### config.mk
export PLATFORM = sky130hd
export DESIGN_NAME = r2_cutoff_filter
export DESIGN_NICKNAME = d
export VERILOG_FILES = /design/src/rtl/r2_cutoff_filter.sv
export SDC_FILE = /design/constraint.sdc
export NUM_CORES = 1
export LEC_CHECK = 0
export ABC_AREA = 1
export BUFFER_PORTS_ARGS = -buffer_cell sky130_fd_sc_hd__buf_2
export CAP_MARGIN = 40
export CORE_MARGIN = 5
export CORE_UTILIZATION = 40
export DETAILED_ROUTE_END_ITERATION = 6
export GPL_TIMING_DRIVEN = 0
export PLACE_DENSITY = 0.64
export SKIP_CTS_REPAIR_TIMING = 1
export SLEW_MARGIN = 25
export SYNTH_ARGS = -nofsm -noshare
export SYNTH_HDL_FRONTEND = slang
export SYNTH_SLANG_ARGS = --single-unit
### constraint.sdc
create_clock -name clk -period 10.1 [get_ports clk]
set_input_delay 0 -clock clk [delete_from_list [all_inputs] [get_ports clk]]
set_output_delay 0 -clock clk [all_outputs]
set_load 0.01 [all_outputs]
### src/rtl/r2_cutoff_filter.sv
// r2_cutoff_filter: keeps pairs inside the cutoff sphere and queues them in a
// show-ahead FIFO for the force-evaluation stage. Upstream cannot stall, so
// full-FIFO arrivals are dropped and counted.
module r2_cutoff_filter #(
    parameter int unsigned DATA_WIDTH      = 32,
    parameter int unsigned FIFO_ADDR_WIDTH = 3,
    parameter int unsigned ALMOST_FULL_TH  = 6,
    parameter logic [DATA_WIDTH-1:0] CUTOFF2 = 32'h42900000,
    parameter int unsigned CNT_WIDTH       = 16
) (
    input  logic                  clk,
    input  logic                  rst,
    input  logic                  r2_valid,
    input  logic [DATA_WIDTH-1:0] r2,
    input  logic [DATA_WIDTH-1:0] dx,
    input  logic [DATA_WIDTH-1:0] dy,
    input  logic [DATA_WIDTH-1:0] dz,
    output logic                  out_valid,
    input  logic                  out_ready,
    output logic [DATA_WIDTH-1:0] out_r2,
    output logic [DATA_WIDTH-1:0] out_dx,
    output logic [DATA_WIDTH-1:0] out_dy,
    output logic [DATA_WIDTH-1:0] out_dz,
    output logic                  almost_full,
    output logic                  overflow,
    output logic [CNT_WIDTH-1:0]  pair_in_cnt,
    output logic [CNT_WIDTH-1:0]  pair_acc_cnt,
    output logic [CNT_WIDTH-1:0]  drop_cnt
);

    localparam int unsigned DEPTH   = 2 ** FIFO_ADDR_WIDTH;
    localparam int unsigned OCC_W   = FIFO_ADDR_WIDTH + 1;
    localparam int unsigned ENTRY_W = 4 * DATA_WIDTH;
    localparam int unsigned MAG_MSB = DATA_WIDTH - 2;

    logic                       s1_valid;
    logic                       s1_pass;
    logic [ENTRY_W-1:0]         s1_data;
    logic [ENTRY_W-1:0]         mem [DEPTH];
    logic [ENTRY_W-1:0]         head;
    logic [FIFO_ADDR_WIDTH-1:0] wr_ptr;
    logic [FIFO_ADDR_WIDTH-1:0] rd_ptr;
    logic [OCC_W-1:0]           occ;

    logic             pass_c;
    logic             push_req_c;
    logic             pop_c;
    logic             full_c;
    logic             push_c;
    logic             drop_c;
    logic [OCC_W-1:0] occ_nxt_c;

    function automatic logic [CNT_WIDTH-1:0] sat_inc(input logic [CNT_WIDTH-1:0] c);
        return (&c) ? c : c + CNT_WIDTH'(1);
    endfunction

    // Cutoff test: positive, finite, non-zero and strictly below CUTOFF2.
    // For positive FP32 the magnitude bits order like an unsigned integer.
    always_comb begin
        pass_c = 1'b0;
        if (!r2[DATA_WIDTH-1] && (r2[MAG_MSB -: 8] != 8'hFF) && (r2[MAG_MSB:0] != '0)) begin
            pass_c = (r2[MAG_MSB:0] < CUTOFF2[MAG_MSB:0]);
        end
    end

    // Stage-2 push/pop decision; a full FIFO still accepts when the head leaves this cycle.
    always_comb begin
        push_req_c = s1_valid & s1_pass;
        pop_c      = out_valid & out_ready;
        full_c     = (occ == OCC_W'(DEPTH));
        push_c     = push_req_c & (~full_c | pop_c);
        drop_c     = push_req_c & full_c & ~pop_c;
        occ_nxt_c  = occ;
        if (push_c && !pop_c) begin
            occ_nxt_c = occ + OCC_W'(1);
        end else if (pop_c && !push_c) begin
            occ_nxt_c = occ - OCC_W'(1);
        end
    end

    // Stage-1 capture register and input counter.
    always_ff @(posedge clk or negedge rst) begin
        if (!rst) begin
            s1_valid    <= 1'b0;
            s1_pass     <= 1'b0;
            s1_data     <= '0;
            pair_in_cnt <= '0;
        end else begin
            s1_valid <= r2_valid;
            s1_pass  <= pass_c;
            if (r2_valid) begin
                s1_data     <= {r2, dx, dy, dz};
                pair_in_cnt <= sat_inc(pair_in_cnt);
            end
        end
    end

    // FIFO control, status flags and accept/drop statistics.
    always_ff @(posedge clk or negedge rst) begin
        if (!rst) begin
            wr_ptr       <= '0;
            rd_ptr       <= '0;
            occ          <= '0;
            out_valid    <= 1'b0;
            almost_full  <= 1'b0;
            overflow     <= 1'b0;
            pair_acc_cnt <= '0;
            drop_cnt     <= '0;
        end else begin
            occ         <= occ_nxt_c;
            out_valid   <= (occ_nxt_c != '0);
            almost_full <= (occ_nxt_c >= OCC_W'(ALMOST_FULL_TH));
            if (push_c) begin
                wr_ptr       <= wr_ptr + FIFO_ADDR_WIDTH'(1);
                pair_acc_cnt <= sat_inc(pair_acc_cnt);
            end
            if (pop_c) begin
                rd_ptr <= rd_ptr + FIFO_ADDR_WIDTH'(1);
            end
            if (drop_c) begin
                overflow <= 1'b1;
                drop_cnt <= sat_inc(drop_cnt);
            end
        end
    end

    // FIFO storage; contents need no reset since out_valid gates the read side.
    always_ff @(posedge clk) begin
        if (push_c) begin
            mem[wr_ptr] <= s1_data;
        end
    end

    // Show-ahead head, forced to zero while empty.
    always_comb begin
        head   = out_valid ? mem[rd_ptr] : '0;
        out_r2 = head[4*DATA_WIDTH-1 -: DATA_WIDTH];
        out_dx = head[3*DATA_WIDTH-1 -: DATA_WIDTH];
        out_dy = head[2*DATA_WIDTH-1 -: DATA_WIDTH];
        out_dz = head[DATA_WIDTH-1 -: DATA_WIDTH];
    end

endmodule

==> Yosys cells after proc, flatten, opt, wreduce, memory -nomap -nowiden <==
Memories as Yosys holds them, arrays and structs flattened.
Index checks and enable logic that the tools add are counted.
{ "word_totals": {"regBits": 191, "latchBits": 0, "ram_bits": 1024, "romBits": 0, "input_bits": 132, "output_inout_bits": 179, "n_memories": 1} }
{ "classes": {"add_sub_neg": 7, "mul": 0, "div": 0, "magnitude_cmp": 2, "eq_ne": 2, "shifts": 0, "n_mux": 6, "bitwise_logic": 11, "n_reduce_logical": 15} }
{ "mem_list": {"columns": ["memory", "words", "word_bits", "read_ports", "rd_ports_with_merged_regs", "write_ports", "line", "source"], "rows": [
  ["mem", 8, 128, 1, 0, 1, "39", "logic [ENTRY_W-1:0] mem [DEPTH];"]
]} }
{ "op_table": {"columns": ["cell", "n"], "rows": [
  ["$mux 128", 1],
  ["$add 16x1->16 const B", 3],
  ["$reduce_and 16->1", 3],
  ["$lt 31x31->1 const B", 1],
  ["$reduce_bool 31->1", 1],
  ["$mux 4", 2],
  ["$ne 8x8->1 const B", 1],
  ["$add 3x1->3 const B", 2],
  ["$reduce_and 2->1", 3],
  ["$and 1x1->1", 5],
  ["$not 1->1", 5],
  ["$add 4x1->4 const B", 1],
  ["$eq 4x4->1 const B", 1],
  ["$ge 4x3->1 const B", 1],
  ["$logic_and 1x1->1", 4],
  ["$reduce_bool 4->1", 1],
  ["$sub 4x1->4 const B", 1],
  ["$logic_not 1->1", 3],
  ["$mux 1", 3],
  ["$or 1x1->1", 1]
]} }

==> Depth between registers and ports, before layout <==
Gate-level depths: netlist (run 1).
{ "logic_depth": {"ltp_word": 9, "ltp_mapped": 11, "ltp_nobuf": 9} }

==> Worst setup path before layout (run 1) <==
Ideal clock, no wire load.
{ "synth_path": {"kind": "register to register", "startpoint": "register occ[0]", "endpoint": "memory mem[0][0] in the netlist's numbering, enable pin", "setup_time_ps": 617, "arrival_ps": 6505, "t_required_ps": 9483, "slack_ps": 2979, "path_stages_with_launch": 7, "synth_period_minus_slack_ps": 7121, "path_cell_list": "dfrtp_1 -> inv_1 -> ha_1 -> nand3_1 -> o21ai_2 -> or2_2 -> nor2_1"} }
{ "synth_via": {"elab_chain_cells": 6} }
{ "synth_lines": {"columns": ["item", "line", "source"], "rows": [
  ["start, declared", "43", "logic [OCC_W-1:0] occ;"],
  ["start signal, assigned", "110", "occ <= occ_nxt_c;"],
  ["$eq 4x4->1", "70", "full_c = (occ == OCC_W'(DEPTH));"],
  ["$not 1->1", "71", "push_c = push_req_c & (~full_c | pop_c);"],
  ["$or 1x1->1", "71", null],
  ["$and 1x1->1", "71", null],
  ["$mux 1", "129", "if (push_c) begin"],
  ["$mux 1 (implied by the code)", "130", "mem[wr_ptr] <= s1_data;"],
  ["end, declared", "39", null]
]} }
Every way passes these cells.

==> Final worst setup path (run 1) <==
{ "layout_path": {"startpoint": "register rd_ptr[0]", "endpoint": "output port out_dx[17]"} }
{ "layout_via": {"elab_chain_cells": 2} }
{ "layout_lines": {"columns": ["item", "line", "source"], "rows": [
  ["start, declared", "42", "logic [FIFO_ADDR_WIDTH-1:0] rd_ptr;"],
  ["start signal, assigned", "118", "rd_ptr <= rd_ptr + FIFO_ADDR_WIDTH'(1);"],
  ["$mem_v2 8x128", null, null],
  ["$mux 128", "136", "head = out_valid ? mem[rd_ptr] : '0;"],
  ["end, declared", "21", "output logic [DATA_WIDTH-1:0] out_dx,"]
]} }
Every way passes these cells.

==> results of run 1 <==
## flip-flops by register name, summed over array words and instances (netlist names)
name	count
rd_ptr	3
overflow	1
pair_in_cnt	16
almost_full	1
occ	4
mem	1024
s1_data	128
pair_acc_cnt	16
s1_valid	1
out_valid	1
wr_ptr	3
drop_cnt	16
s1_pass	1
## cell usage in the layout, fill, tap and decap left out, drive strengths merged
cell type	count
xor2	11
nor3	7
a21oi	1
o22ai	128
clkbuf	323
dlygate4sd3	137
o21ai	541
nand4	16
dfrtp	191
nand3	31
clkinvlp	4
or2	3
nor2	966
bufinv	4
o211ai	128
xnor2	22
inv	60
buf	487
nand2	740
clkinv	41
edfxtp	1024
ha	8
diode	1
nand3b	2
## area by class of cell
cell class,instances,area (um^2),share of cell area [%]
flip-flops and latches,1215,35500,59.8
diodes,1,2.50,0.00421
inverters,56,210,0.354
well taps,1612,2020,3.40
repair buffers,510,4480,7.55
clock inverters,53,454,0.765
multi-input cells,2604,11700,19.7
plain buffers,247,1180,2.00
clock buffers,190,3800,6.40
## stage by stage
stage / utilization (%) / cells / total power [mW] / TNS (ns) / setup WS [ns]
finish: 49.4 / 6488 / 16.6 / 0 / 6.36
global route: 49.4 / 6487 / 17.4 / 0 / 6.28
CTS: 48.2 / 6349 / 16.7 / 0 / 6.38
detailed placement: 44.7 / 6106 / 12.0 / 0 / 6.56
global placement: 43.3 / 6044 / 11.9 / -2223.55 / -2.45
floorplan: - / 4122 / 9.24 / 0 / 2.98
## layer usage
layer,part of all wire (%),GRT usage (%),up-vias
li1,-,-,15700
met1,41,29.2,16700
met2,48,35.4,1413
met3,8.4,4.54,228
met4,3.3,7.68,2
met5,0.0091,0,-
## power groups by stage
stage                     sequential [mW]  clock (mW)  combinational [mW]
after floorplan                      6.05           0                3.20
after global placement               6.13           0                5.74
after detailed placement             6.07           0                5.89
after CTS                            5.97        4.77                5.92
after global routing                 6.01        4.99                6.45
final                                5.98        4.70                5.90
## cell usage after synthesis (2+ instances only)
cell type / count
buf_1: 24
o22ai_1: 128
nand3_1: 29
o21ai_1: 47
edfxtp_1: 1024
buf_6: 12
or2_2: 3
xor2_1: 11
nor2_2: 2
o21ai_0: 493
xnor2_1: 22
inv_2: 6
nand2_1: 738
nand3b_1: 2
inv_1: 50
o211ai_1: 128
buf_2: 59
buf_8: 2
nand3_2: 2
dfrtp_1: 191
nand2_2: 2
nand4_1: 16
ha_1: 8
nor2_1: 964
clkbuf_1: 132
buf_4: 17
nor3_1: 6
## how the worst min path moves through the flow
stage          startpoint                       to  slack, ns  cells after the start
3_5_place_dp          rst  s1_data[99]$_DFFE_PN0P_      -0.04                      1
3_3_place_gp     r2_valid       s1_valid$_DFF_PN0_       0.17                      1
6_report            dx[4]  s1_data[68]$_DFFE_PN0P_   -0.00007                      4
2_1_floorplan         rst    almost_full$_DFF_PN0_      -0.30                      0
4_1_cts               rst  s1_data[99]$_DFFE_PN0P_      -0.84                      1
5_1_grt            dz[17]  s1_data[17]$_DFFE_PN0P_     0.0007                      4
## cell families after synthesis
logic type | count (synthesis) | synth area share [%]
DFF | 1215 | 73.2
and+or+nand+nor | 1765 | 13.9
buffers and inverters | 303 | 2.86
xor gates and xnor gates | 33 | 0.595
AOI/OAI and AO/OA | 798 | 9.25
adders and majority gates | 8 | 0.206
## worst min-delay path: cells and delay by family
kind          cells  cell delay [ns]
buf+inv           2             0.61
simple gates      2             0.09
==> flow_summary.yaml, run 1 <==
status:
  status: "finished with violations"
  violations: "hold timing"
grt:
  antenna_found_initial: 5
  track_usage_pct: 21.7
  grt_max_degree: 77
  gr-total-overflow: 0
  grt_pass1_vias: 32400
  grt_pass1_wl_um: 208000
detailed_routing:
  drt.antenna.violating_nets: 0
  first_pass_iters: 7
  drt_iter0_drc: 3302
  drc: 0
  wl_per_cell_um: 22.0
  viasPerCell: 5.25
  vias: 34100
  totalWireLength_um: 142000
timing:
  skew_ns: 0.0273
  rsz0062_at_grt: "false"
  holdWs_ns: -0.0000701
  drv_slew: 0
  fin_crit_ns: 3.74
  finalSetupViolations: 0
  slew_headroom_pct: 51.3
  max_freq_mhz: 267
  hold_viol_final: 1
  worstMarginPinSlew_ns: 0.731
  fin_crit_sh_pct: 37.1
synth:
  synth_top_area_share_pct: 63.3
  ys_seq_elements: 1215
  synth_edf_count: 1024
  syn_inst: 4122
  synth_fp_nets: 4262
  yosysSeqAreaShare_pct: 73.2
  netlist_area_mm2: 0.0486
  synth_area_leader_cell: "edfxtp_1"
  synth_flop_cell: "edfxtp_1"
  yosysWarnings: 0
  syn_area_per_cell_um2: 11.8
  yosysUniqueCellTypes: 31
  netlist_top_cells_area: "edfxtp_1 (63%), dfrtp_1 (9.8%), nor2_1 (7.5%)"
  synth-async-reset-ratio_pct: 15.7
place:
  place_congestion: 0.808
  place_area_mm2: 0.0537
  io_buffers: 310
  dp_hpwl_um: 95600
setup_path:
  cp.depth: 10
  path_cells: "buf_6 > inv_2 > buf_6 > buf_4 > buf_2 > o21ai_0 > o22ai_1 > nor2_1 > nor2_1 > buf_2"
  r2r-start: "out_valid$_DFF_PN0_"
  crit_end: "out_dx[17]"
  crit_required_ns: 10.10
  rr_worst_depth: 10
  crit_type: "register to primary output"
  cp-end-kind: "primary output"
  crit_buf_inv: 6
  worstReg2RegEnd: "mem[7][59]$_DFFE_PP_"
  cpPeakStageDelay_ns: 0.56
  ff2ff_setup_slack_ns: 6.64
  worstSetupStartpoint: "rd_ptr[0]$_DFFE_PN0N_"
  cp.arrival_ns: 3.74
  crit_slowest_cell: "nor2_1"
  crit_fanout: 10
  crit_family: "buffers and inverters"
  critPathLaunchType: "register"
pwr:
  ir_drop_mv: 0.154
  seqPwrFrac_pct: 36.1
  combPwrFrac_pct: 35.6
  switchingPower_mw: 6.33
  swShare_pct: 38.2
  clkPwrFrac_pct: 28.3
  p_int_mw: 10.3
  p_leak_nw: 22.2
  power_density_mw_per_mm2: 279
die:
  die-width_um: 358
  row_count: 127
  die-height_um: 358
  initial_utilization_pct: 40.4
  pin_count: 311
  core_area_mm2: 0.120
  die_area_mm2: 0.128
clock_network:
  path_clk_slew_ns: 0.06
  clk_latency_ns: 0.75
  cts_sinks: 1215
  root_buffer: "clkbuf_16"
  cts_buffers: 131
  cts_tree: "yes"
  ctsHtreeMaxLevel: 4
  clk_path_buf_depth: 3
worst_hold_path:
  hp-class: "primary input to register"
finish:
  syn2layout_area_growth_pct: 22.3
  drive_gt1_share_pct: 14.2
  nNetsFinal: 4905
  final_cell_area_mm2: 0.0594
  n_fill_cell: 10500
flow_run:
  max_cap_violations: 0
No activity file was read; power rests on OpenSTA's default activity.
==> run 2, diff against run 1 <==
- clock period: 10.1 -> 3.53 ns (I/O delays scaled with it)
==> run 2 against run 1 <==
Against the previous run:
- the flow finishes with violations (setup timing)
- sequential cell count unchanged
- clock skew is 0.0028 ns lower
- worst hold slack is essentially flat
- power rose to 2.9 times the previous value
- non-clock buffer count increased by 3
- sequential power rose to 2.9 times the previous value
- clock power grew to 2.9 times the previous value
- critical path depth fell by 1
- die area is the same
- critical endpoint is now out_dz[8]
- largest cell class unchanged
- highest routed layer is now met4
==> flow_summary.yaml, run 2 (synthesis results as in run 1) <==
setup_path:
  r2r-start: "out_valid$_DFF_PN0_"
  rr_worst_depth: 9
  crit_slowest_cell: "buf_2"
  worstSetupStartpoint: "rd_ptr[1]$_DFFE_PN0N_"
  crit_fanout: 10
  crit_type: "register to primary output"
  cpMostUsedCell: "buf_2"
  cp-end-kind: "primary output"
  crit_required_ns: 3.53
  path_cells: "buf_2 > inv_2 > buf_2 > clkbuf_1 > o21ai_0 > o22ai_1 > nor2_1 > nor2_1 > buf_2"
  crit_end: "out_dz[8]"
  cpPeakStageDelay_ns: 0.51
  critPathLaunchType: "register"
  ff2ff_setup_slack_ns: 0.40
  worstReg2RegEnd: "mem[5][63]$_DFFE_PP_"
  cp.arrival_ns: 3.54
status:
  status: "finished with violations"
  violations: "setup timing"
timing:
  setup_slack_ns: -0.0131
  finalSetupViolations: 1
  worstMarginPinSlew_ns: 0.798
  drv_slew: 0
  hold_viol_final: 0
  fin_crit_ns: 3.54
  max_freq_mhz: 282
  slew_headroom_pct: 46.8
  fin_crit_sh_pct: 100
  rsz0062_at_grt: "true"
  skew_ns: 0.0246
place:
  dp_slack_ns: 0.356
  io_buffers: 310
  place_congestion: 0.815
  dp_hpwl_um: 94800
detailed_routing:
  wl_per_cell_um: 21.9
  drt.antenna.violating_nets: 0
  drc: 0
  viasPerCell: 5.24
  vias: 33900
  first_pass_iters: 6
  totalWireLength_um: 142000
  drt_iter0_drc: 3511
finish:
  antenna_cells: 0
  nNetsFinal: 4907
  multi_input_comb_area_mm2: 0.0117
  final_util_pct: 49.3
  syn2layout_area_growth_pct: 22.3
  layout_commonest_cell: "edfxtp_1"
  largest_register_ffs: 1024
  drive_gt1_share_pct: 14.1
  final_cell_mix: "edfxtp_1 (1024), nor2_1 (949), nand2_1 (738)"
  top_regs: "mem (1024), s1_data (128)"
  regMostFlops: "mem"
  regArea_mm2: 0.0355
  n_fill_cell: 10500
pwr:
  power_density_mw_per_mm2: 800
  ir_drop_mv: 0.548
  p_leak_nw: 22.2
grt:
  gr-total-overflow: 0
  grt_max_degree: 85
  track_usage_pct: 21.7
  grt_pass1_wl_um: 208000
  antenna_found_initial: 6
  grt_pass1_vias: 32700
clock_network:
  cts_buffers: 130
  path_clk_slew_ns: 0.06
  clk_latency_ns: 0.74
  cts_sinks: 1215
  clk_path_buf_depth: 3
  cts_tree: "yes"
  ctsHtreeMaxLevel: 4
  root_buffer: "clkbuf_16"
die:
  row_count: 127
  pin_count: 311
  core_area_mm2: 0.120
  die_area_mm2: 0.128
  die-width_um: 358
  die-height_um: 358
  initial_utilization_pct: 40.4
flow_run:
  max_cap_violations: 0
worst_hold_path:
  hp-class: "primary input to register"
==> run 2: cell type report <==
| type | instances | share of cell area [%] |
|---|---|---|
| plain buffers | 247 | 2.00 |
| clock buffers | 179 | 6.12 |
| clock inverters | 56 | 0.972 |
| inverters | 56 | 0.356 |
| multi-input cells | 2604 | 19.7 |
| flip-flops and latches | 1215 | 59.9 |
| well taps | 1612 | 3.40 |
| repair buffers | 513 | 7.56 |
==> run 2: how the worst min path moves through the flow <==
stage,startpoint,end,cells after the start
floorplan,rst,almost_full$_DFF_PN0_,0
global placement,r2_valid,s1_valid$_DFF_PN0_,1
detailed placement,rst,s1_data[96]$_DFFE_PN0P_,1
CTS,rst,s1_data[75]$_DFFE_PN0P_,1
global route,dz[19],s1_data[19]$_DFFE_PN0P_,4
finish,dx[7],s1_data[71]$_DFFE_PN0P_,4
==> run 2: metal layers <==
metal | vias to the layer above | track usage (%) | part of all wire [%]
li1 | 15700 | - | -
met2 | 1465 | 34.5 | 47
met5 | - | 0 | 0
met4 | 0 | 6.97 | 3.0
met3 | 211 | 4.59 | 8.6
met1 | 16500 | 29.9 | 42
==> run 2: worst max-delay path: cells and delay by family (launching register included) <==
family / cells / cell delay [ns]
compound gates: 2 / 0.35
simple gates: 2 / 0.57
buf+inv: 5 / 1.50
flops: 1 / 0.38
==> run 2: stage by stage <==
step	hold WS [ns]	power, mW	instances	setup TNS (ns)	area [um^2]
6_report	0.000394	47.5	6482	-0.0131	59400
5_1_grt	-0.00175	50.0	6482	-0.317	59400
4_1_cts	-0.888	47.6	6341	-0.455	57900
3_5_place_dp	-0.0878	34.2	6106	0	53700
3_3_place_gp	0.172	33.8	6044	-3692.62	52200
2_1_floorplan	-0.296	26.4	4122	-732.05	48600
==> run 2: power breakdown <==
group	switching (mW)	internal (mW)	leakage, nW
Combinational	11.8	5.07	8.50
Clock	5.59	7.88	2.05
Sequential	0.622	16.5	11.7
